`src/rtl/imm_cu_pkg.sv`:
```
// Shared definitions for the immediate-instruction control unit:
// state encodings, opcode and ALU operation constants, small helpers.
package imm_cu_pkg;

  typedef logic [3:0] state_t;

  // FSM state encodings (visible on the state output)
  localparam state_t S_IDLE  = 4'd0;
  localparam state_t S_T0    = 4'd1;
  localparam state_t S_T1    = 4'd2;
  localparam state_t S_T2    = 4'd3;
  localparam state_t S_T3    = 4'd4;
  localparam state_t S_T4    = 4'd5;
  localparam state_t S_T5    = 4'd6;
  localparam state_t S_HALT  = 4'd7;
  localparam state_t S_FAULT = 4'd8;

  // Supported immediate opcodes (IR[31:27])
  localparam logic [4:0] OPC_ADDI = 5'b01100;
  localparam logic [4:0] OPC_ANDI = 5'b01101;
  localparam logic [4:0] OPC_ORI  = 5'b01110;

  // ALU operation codes driven to the datapath
  localparam logic [4:0] ALU_NOP = 5'b00000;
  localparam logic [4:0] ALU_ADD = 5'b00011;
  localparam logic [4:0] ALU_AND = 5'b01010;
  localparam logic [4:0] ALU_OR  = 5'b01011;

  // True while an instruction is being sequenced (T0..T5)
  function automatic logic in_sequence(input state_t s);
    return (s >= S_T0) && (s <= S_T5);
  endfunction

endpackage

```
`src/rtl/imm_op_decode.sv`:
```
// Combinational opcode decoder: maps an immediate opcode to its ALU
// operation and flags whether the opcode is one this unit can execute.
module imm_op_decode
  import imm_cu_pkg::*;
(
  input  logic [4:0] opcode_i,
  output logic       valid_o,
  output logic [4:0] ops_o
);

  // Opcode to ALU-operation lookup; unknown opcodes are flagged invalid
  always_comb begin
    valid_o = 1'b1;
    ops_o   = ALU_NOP;
    case (opcode_i)
      OPC_ADDI: ops_o = ALU_ADD;
      OPC_ANDI: ops_o = ALU_AND;
      OPC_ORI:  ops_o = ALU_OR;
      default: begin
        valid_o = 1'b0;
        ops_o   = ALU_NOP;
      end
    endcase
  end

endmodule

```
`src/rtl/imm_control_unit.sv`:
```
// Control unit sequencing fetch (T0..T2) and execute (T3..T5) of
// immediate ALU instructions. All outputs are a Moore decode of the
// registered state, the T1 wait counter and the latched ALU operation.
module imm_control_unit
  import imm_cu_pkg::*;
#(
  parameter int MEM_WAIT_MAX = 15
) (
  input  logic       clock,
  input  logic       clear,
  input  logic       run,
  input  logic       stop,
  input  logic [4:0] ir_opcode,
  input  logic       mem_ready,
  output logic       PCout,
  output logic       MARin,
  output logic       IncPC,
  output logic       RZin,
  output logic       RZLOout,
  output logic       PCin,
  output logic       Read,
  output logic       MDRin,
  output logic       MDRout,
  output logic       IRin,
  output logic       gra,
  output logic       grb,
  output logic       rin,
  output logic       rout,
  output logic       RYin,
  output logic       Cout,
  output logic [4:0] ops,
  output logic       busy,
  output logic       fault,
  output logic [3:0] state
);

  localparam int CW = (MEM_WAIT_MAX < 1) ? 1 : $clog2(MEM_WAIT_MAX + 1);
  // Counter value that, incremented once more, reaches the timeout limit
  localparam logic [CW-1:0] WAIT_LAST = CW'(MEM_WAIT_MAX - 1);
  localparam logic [CW-1:0] WAIT_ZERO = CW'(0);
  localparam logic [CW-1:0] WAIT_ONE  = CW'(1);

  state_t          state_q, state_d;
  logic [CW-1:0]   wait_q, wait_d;
  logic [4:0]      ops_q, ops_d;
  logic            dec_valid_s;
  logic [4:0]      dec_ops_s;

  imm_op_decode u_dec (
    .opcode_i (ir_opcode),
    .valid_o  (dec_valid_s),
    .ops_o    (dec_ops_s)
  );

  // Next-state, wait-counter and ALU-operation latch logic
  always_comb begin
    state_d = state_q;
    wait_d  = wait_q;
    ops_d   = ops_q;
    case (state_q)
      S_IDLE: begin
        if (run) state_d = S_T0;
        else     state_d = S_IDLE;
      end
      S_T0: begin
        state_d = S_T1;
        wait_d  = WAIT_ZERO;
      end
      S_T1: begin
        if (mem_ready) begin
          state_d = S_T2;
        end else if (wait_q == WAIT_LAST) begin
          state_d = S_FAULT;
          wait_d  = wait_q + WAIT_ONE;
        end else begin
          wait_d  = wait_q + WAIT_ONE;
        end
      end
      S_T2: state_d = S_T3;
      S_T3: begin
        if (dec_valid_s) begin
          state_d = S_T4;
          ops_d   = dec_ops_s;
        end else begin
          state_d = S_FAULT;
        end
      end
      S_T4: state_d = S_T5;
      S_T5: begin
        if (stop)     state_d = S_HALT;
        else if (run) state_d = S_T0;
        else          state_d = S_IDLE;
      end
      S_HALT:  state_d = S_HALT;
      S_FAULT: state_d = S_FAULT;
      default: state_d = S_FAULT;
    endcase
  end

  // State registers with synchronous active-low clear
  always_ff @(posedge clock) begin
    if (!clear) begin
      state_q <= S_IDLE;
      wait_q  <= WAIT_ZERO;
      ops_q   <= ALU_NOP;
    end else begin
      state_q <= state_d;
      wait_q  <= wait_d;
      ops_q   <= ops_d;
    end
  end

  // Moore output decode; each state drives at most one bus source
  always_comb begin
    PCout   = 1'b0;  MARin = 1'b0;  IncPC = 1'b0;  RZin  = 1'b0;
    RZLOout = 1'b0;  PCin  = 1'b0;  Read  = 1'b0;  MDRin = 1'b0;
    MDRout  = 1'b0;  IRin  = 1'b0;  gra   = 1'b0;  grb   = 1'b0;
    rin     = 1'b0;  rout  = 1'b0;  RYin  = 1'b0;  Cout  = 1'b0;
    case (state_q)
      S_T0: begin
        PCout = 1'b1;  MARin = 1'b1;  IncPC = 1'b1;  RZin = 1'b1;
      end
      S_T1: begin
        RZLOout = 1'b1;  Read = 1'b1;  MDRin = 1'b1;
        // PC reload only on the first T1 cycle, before any wait
        if (wait_q == WAIT_ZERO) PCin = 1'b1;
        else                     PCin = 1'b0;
      end
      S_T2: begin
        MDRout = 1'b1;  IRin = 1'b1;
      end
      S_T3: begin
        grb = 1'b1;  rout = 1'b1;  RYin = 1'b1;
      end
      S_T4: begin
        Cout = 1'b1;  RZin = 1'b1;
      end
      S_T5: begin
        RZLOout = 1'b1;  gra = 1'b1;  rin = 1'b1;
      end
      default: begin
        PCout = 1'b0;
      end
    endcase
  end

  // Status outputs and ALU operation, visible only while executing
  always_comb begin
    if ((state_q == S_T4) || (state_q == S_T5)) ops = ops_q;
    else                                         ops = ALU_NOP;
    busy  = in_sequence(state_q);
    fault = (state_q == S_FAULT);
    state = state_q;
  end

endmodule
```
`config.mk`:
```
export PLATFORM = sky130hd
export DESIGN_NAME = imm_control_unit
export DESIGN_NICKNAME = d
export VERILOG_FILES = /design/src/rtl/imm_cu_pkg.sv /design/src/rtl/imm_op_decode.sv /design/src/rtl/imm_control_unit.sv
export SDC_FILE = /design/constraint.sdc
export NUM_CORES = 1
export LEC_CHECK = 0
export CAP_MARGIN = 20
export CORE_MARGIN = 10
export CORE_UTILIZATION = 60
export DETAILED_ROUTE_END_ITERATION = 16
export DONT_BUFFER_PORTS = 1
export GPL_ROUTABILITY_DRIVEN = 0
export PLACE_DENSITY_LB_ADDON = 0.2
export REMOVE_ABC_BUFFERS = 1
export SLEW_MARGIN = 20
export SYNTH_ARGS = -nofsm -noshare
export SYNTH_HDL_FRONTEND = slang
export SYNTH_SLANG_ARGS = --single-unit
```
`constraint.sdc`:
```
create_clock -name clock -period 2.2 [get_ports clock]
set_input_delay 0.22 -clock clock [delete_from_list [all_inputs] [get_ports clock]]
set_output_delay 0.22 -clock clock [all_outputs]
set_load 0.02 [all_outputs]
```
==> impl_metrics.py <==
metrics = {
    "synthesis": {
        "yosys_most_used_dff": "dfxtp_1",
        "ys_seq_area_frac": 0.267,
        "syn_inst": 104,
        "async_flop_share": 0,
        "synth_area_per_cell_sq_um": 7.93,
        "syn_area_sq_um": 825,
        "synth_seq_cells": 11,
        "yosysWarnings": 0,
        "synth_edf_count": 0,
        "yosysUniqueCellTypes": 34,
    },
    "power_and_ir_drop": {
        "ir_drop_mv": 0.467,
        "cellLeakagePower_nw": 0.355,
        "cellPowerDensity_nw_per_um2": 863,
    },
    "setup_path": {
        "timing.critical_path.to": "MARin",
        "crit_family": "simple AND/OR/NAND/NOR gates",
        "crit_fanout": 8,
        "crit-reg2reg-launch": "state[0]",
        "reg2reg_slack_ns": 0.44,
        "cp_slowest_cell": "or4b_2",
        "crit_cells": 4,
        "r2r_end": "ops_q[3]",
        "cp-end-kind": "output pin",
        "critPathLaunchType": "flop",
        "slowest_delay_ns": 0.72,
        "cp.arrival_ns": 1.85,
        "cp.required_ns": 1.98,
        "crit_buf_inv": 3,
        "crit_type": "flop to output pin",
        "crit_chain": "buf_4 -> or4b_2 -> inv_1 -> buf_12",
        "reg2reg_depth": 3,
        "startpoint": "state[2]",
    },
    "floorplanning": {
        "die_h_um": 57.1,
        "dieArea_sq_um": 3260,
        "io_pins": 37,
        "initial_utilization": 0.634,
        "dieWidth_um": 57.1,
        "rows": 13,
        "core_sq_um": 1300,
    },
    "timing": {
        "setup_viol": 0,
        "fmax_mhz": 483,
        "min_period_ns": 2.07,
        "fin_tns_setup_ns": 0,
        "finalHoldViolations": 0,
        "post-route-period-util": 0.941,
        "maxSlewViolCount": 0,
        "layout_setup_ws_ns": 0.129,
        "skew_ns": 0.0107,
        "rsz0062_at_grt": "false",
    },
    "global_route": {
        "grt_antenna_before_repair": 0,
        "grt_usage": 0.117,
        "grt_pass1_vias": 709,
        "grt-ovfl-total": 0,
        "grt_max_degree": 14,
        "grt_pass1_wl_um": 3150,
    },
    "layout": {
        "antennaDiodeCount": 0,
        "multi_input_area_sq_um": 488,
        "fin_nets": 118,
        "area_delta_synth_final_pct": 5.92,
        "ff_latch_area_sq_um": 223,
        "fillCellCount": 118,
        "drive_gt1_frac": 0.221,
    },
    "run": {
        "max_cap_viol_count": 0,
    },
    "cts": {
        "clock-sinks": 11,
        "clk_pin_slew_ns": 0.08,
        "root_buffer": "clkbuf_4",
        "clk_latency_ns": 0.28,
        "clk_path_buf_depth": 2,
        "cts.htree.levels": 1,
        "cts_tree": "built",
        "ctsHoldBuffers": 0,
        "cts_buffers": 3,
    },
    "status": {
        "outcome": "completed",
    },
    "worst_hold_path": {
        "min_path_type": "input port to flop",
    },
    "detailed_routing": {
        "drtAntennaViolNets": 0,
        "via_per_inst": 6.03,
        "firstDrtPassIters": 4,
        "route.detailed.drc": 0,
        "routed_wl_um": 1920,
        "drtIter0Drc": 15,
        "wl_per_cell_um": 16.1,
        "num_vias": 717,
    },
    "placed_design": {
        "dp_slack_ns": 0.346,
        "port_buffers": 0,
        "dp_hpwl_um": 1530,
    },
}
==> Yosys cell counts (all sizes together) (3+ instances only) <==
cell type	instances	share of area
a21oi	6	0.036
and2	4	0.030
buf	9	0.082
clkbuf	6	0.027
dfxtp	11	0.27
ha	3	0.046
inv	8	0.036
nand2	3	0.014
nand2b	6	0.046
nand3	3	0.018
nand3b	3	0.027
nor2	7	0.032
nor3	4	0.024
or4b	3	0.046
==> registers in the layout, indices dropped and copies added, names as in the netlist <==
name / flops
state: 4
ops_q: 3
wait_q: 4
==> power by group <==
part / switching (mW) / leakage, nW / internal [mW]
clock: 0.0710 / 0.0150 / 0.0703
combinational: 0.216 / 0.250 / 0.136
sequential: 0.0434 / 0.0900 / 0.218
==> cell families after synthesis <==
family                     synth area share
AOI/OAI and AO/OA                     0.199
adders and majority gates            0.0455
buffers and inverters                 0.146
DFF                                   0.267
muxes                                0.0243
other                               0.00455
and+or+nand+nor                       0.314
==> worst min path at each step <==
stage               start       end  slack, ns  cells after the start
detailed placement  clear  ops_q[1]       0.35                      1
finish              clear  ops_q[1]       0.08                      1
floorplan           clear  state[1]       0.34                      1
global route        clear  ops_q[1]       0.07                      1
CTS                 clear  ops_q[1]       0.07                      1
global placement    clear  ops_q[1]       0.34                      1
==> final cells by class <==
type	count	area share
well taps	15	0.0215
inverters	8	0.0344
multi-input cells	71	0.559
repair buffers	10	0.100
clock buffers	4	0.0301
flip-flops and latches	11	0.255
==> layout by cell type, fill, tap and decap left out, types with 2 or more instances in the layout <==
| master | Yosys | routed |
|---|---|---|
| nand2_1 | 3 | 3 |
| nor3_1 | 4 | 4 |
| or4b_4 | 2 | 2 |
| nand2b_1 | 6 | 6 |
| or2_2 | 2 | 2 |
| nor2_1 | 7 | 7 |
| dfxtp_2 | 0 | 2 |
| dfxtp_1 | 11 | 9 |
| a311oi_1 | 2 | 2 |
| or3_1 | 2 | 2 |
| o32ai_1 | 2 | 2 |
| mux2i_1 | 2 | 2 |
| a211oi_1 | 2 | 2 |
| buf_4 | 9 | 9 |
| clkbuf_4 | 0 | 3 |
| and2_1 | 4 | 4 |
| ha_1 | 3 | 3 |
| nand3b_1 | 3 | 3 |
| o31ai_1 | 2 | 2 |
| a21oi_1 | 6 | 6 |
| and3_1 | 2 | 2 |
| nand3_1 | 3 | 3 |
| nor4b_1 | 2 | 2 |
| inv_1 | 8 | 8 |
| conb_1 | 1 | 2 |
==> what timing repair did <==
item | 4_1_cts | 5_1_grt
buffers inserted | 0 | 0
setup endpoints to repair | 0 | 4
resized for setup | 0 | 2
==> worst reg2reg max path: stages, from the launching register on <==
cell,delay (ns)
dfxtp_1,0.42
or4b_4,0.59
or3_1,0.40
o221a_2,0.26
==> routing by layer <==
metal,vias up,global-route usage,part of all wire
li1,362,-,-
met1,324,0.120,0.43
met2,28,0.177,0.40
met3,3,0.0885,0.16
met4,0,0.0503,0.012
met5,-,0,0
==> metrics by stage <==
stage	area (sq um)	utilization	instances	hold WS (ns)	power (mW)
2_1_floorplan	738	-	90	0.337	0.503
3_3_place_gp	845	0.649	115	0.341	0.613
3_5_place_dp	845	0.649	115	0.354	0.618
4_1_cts	871	0.669	119	0.0700	0.760
5_1_grt	873	0.671	119	0.0746	0.803
6_report	873	0.671	119	0.0759	0.754
Power figures use the tool's default switching activity.
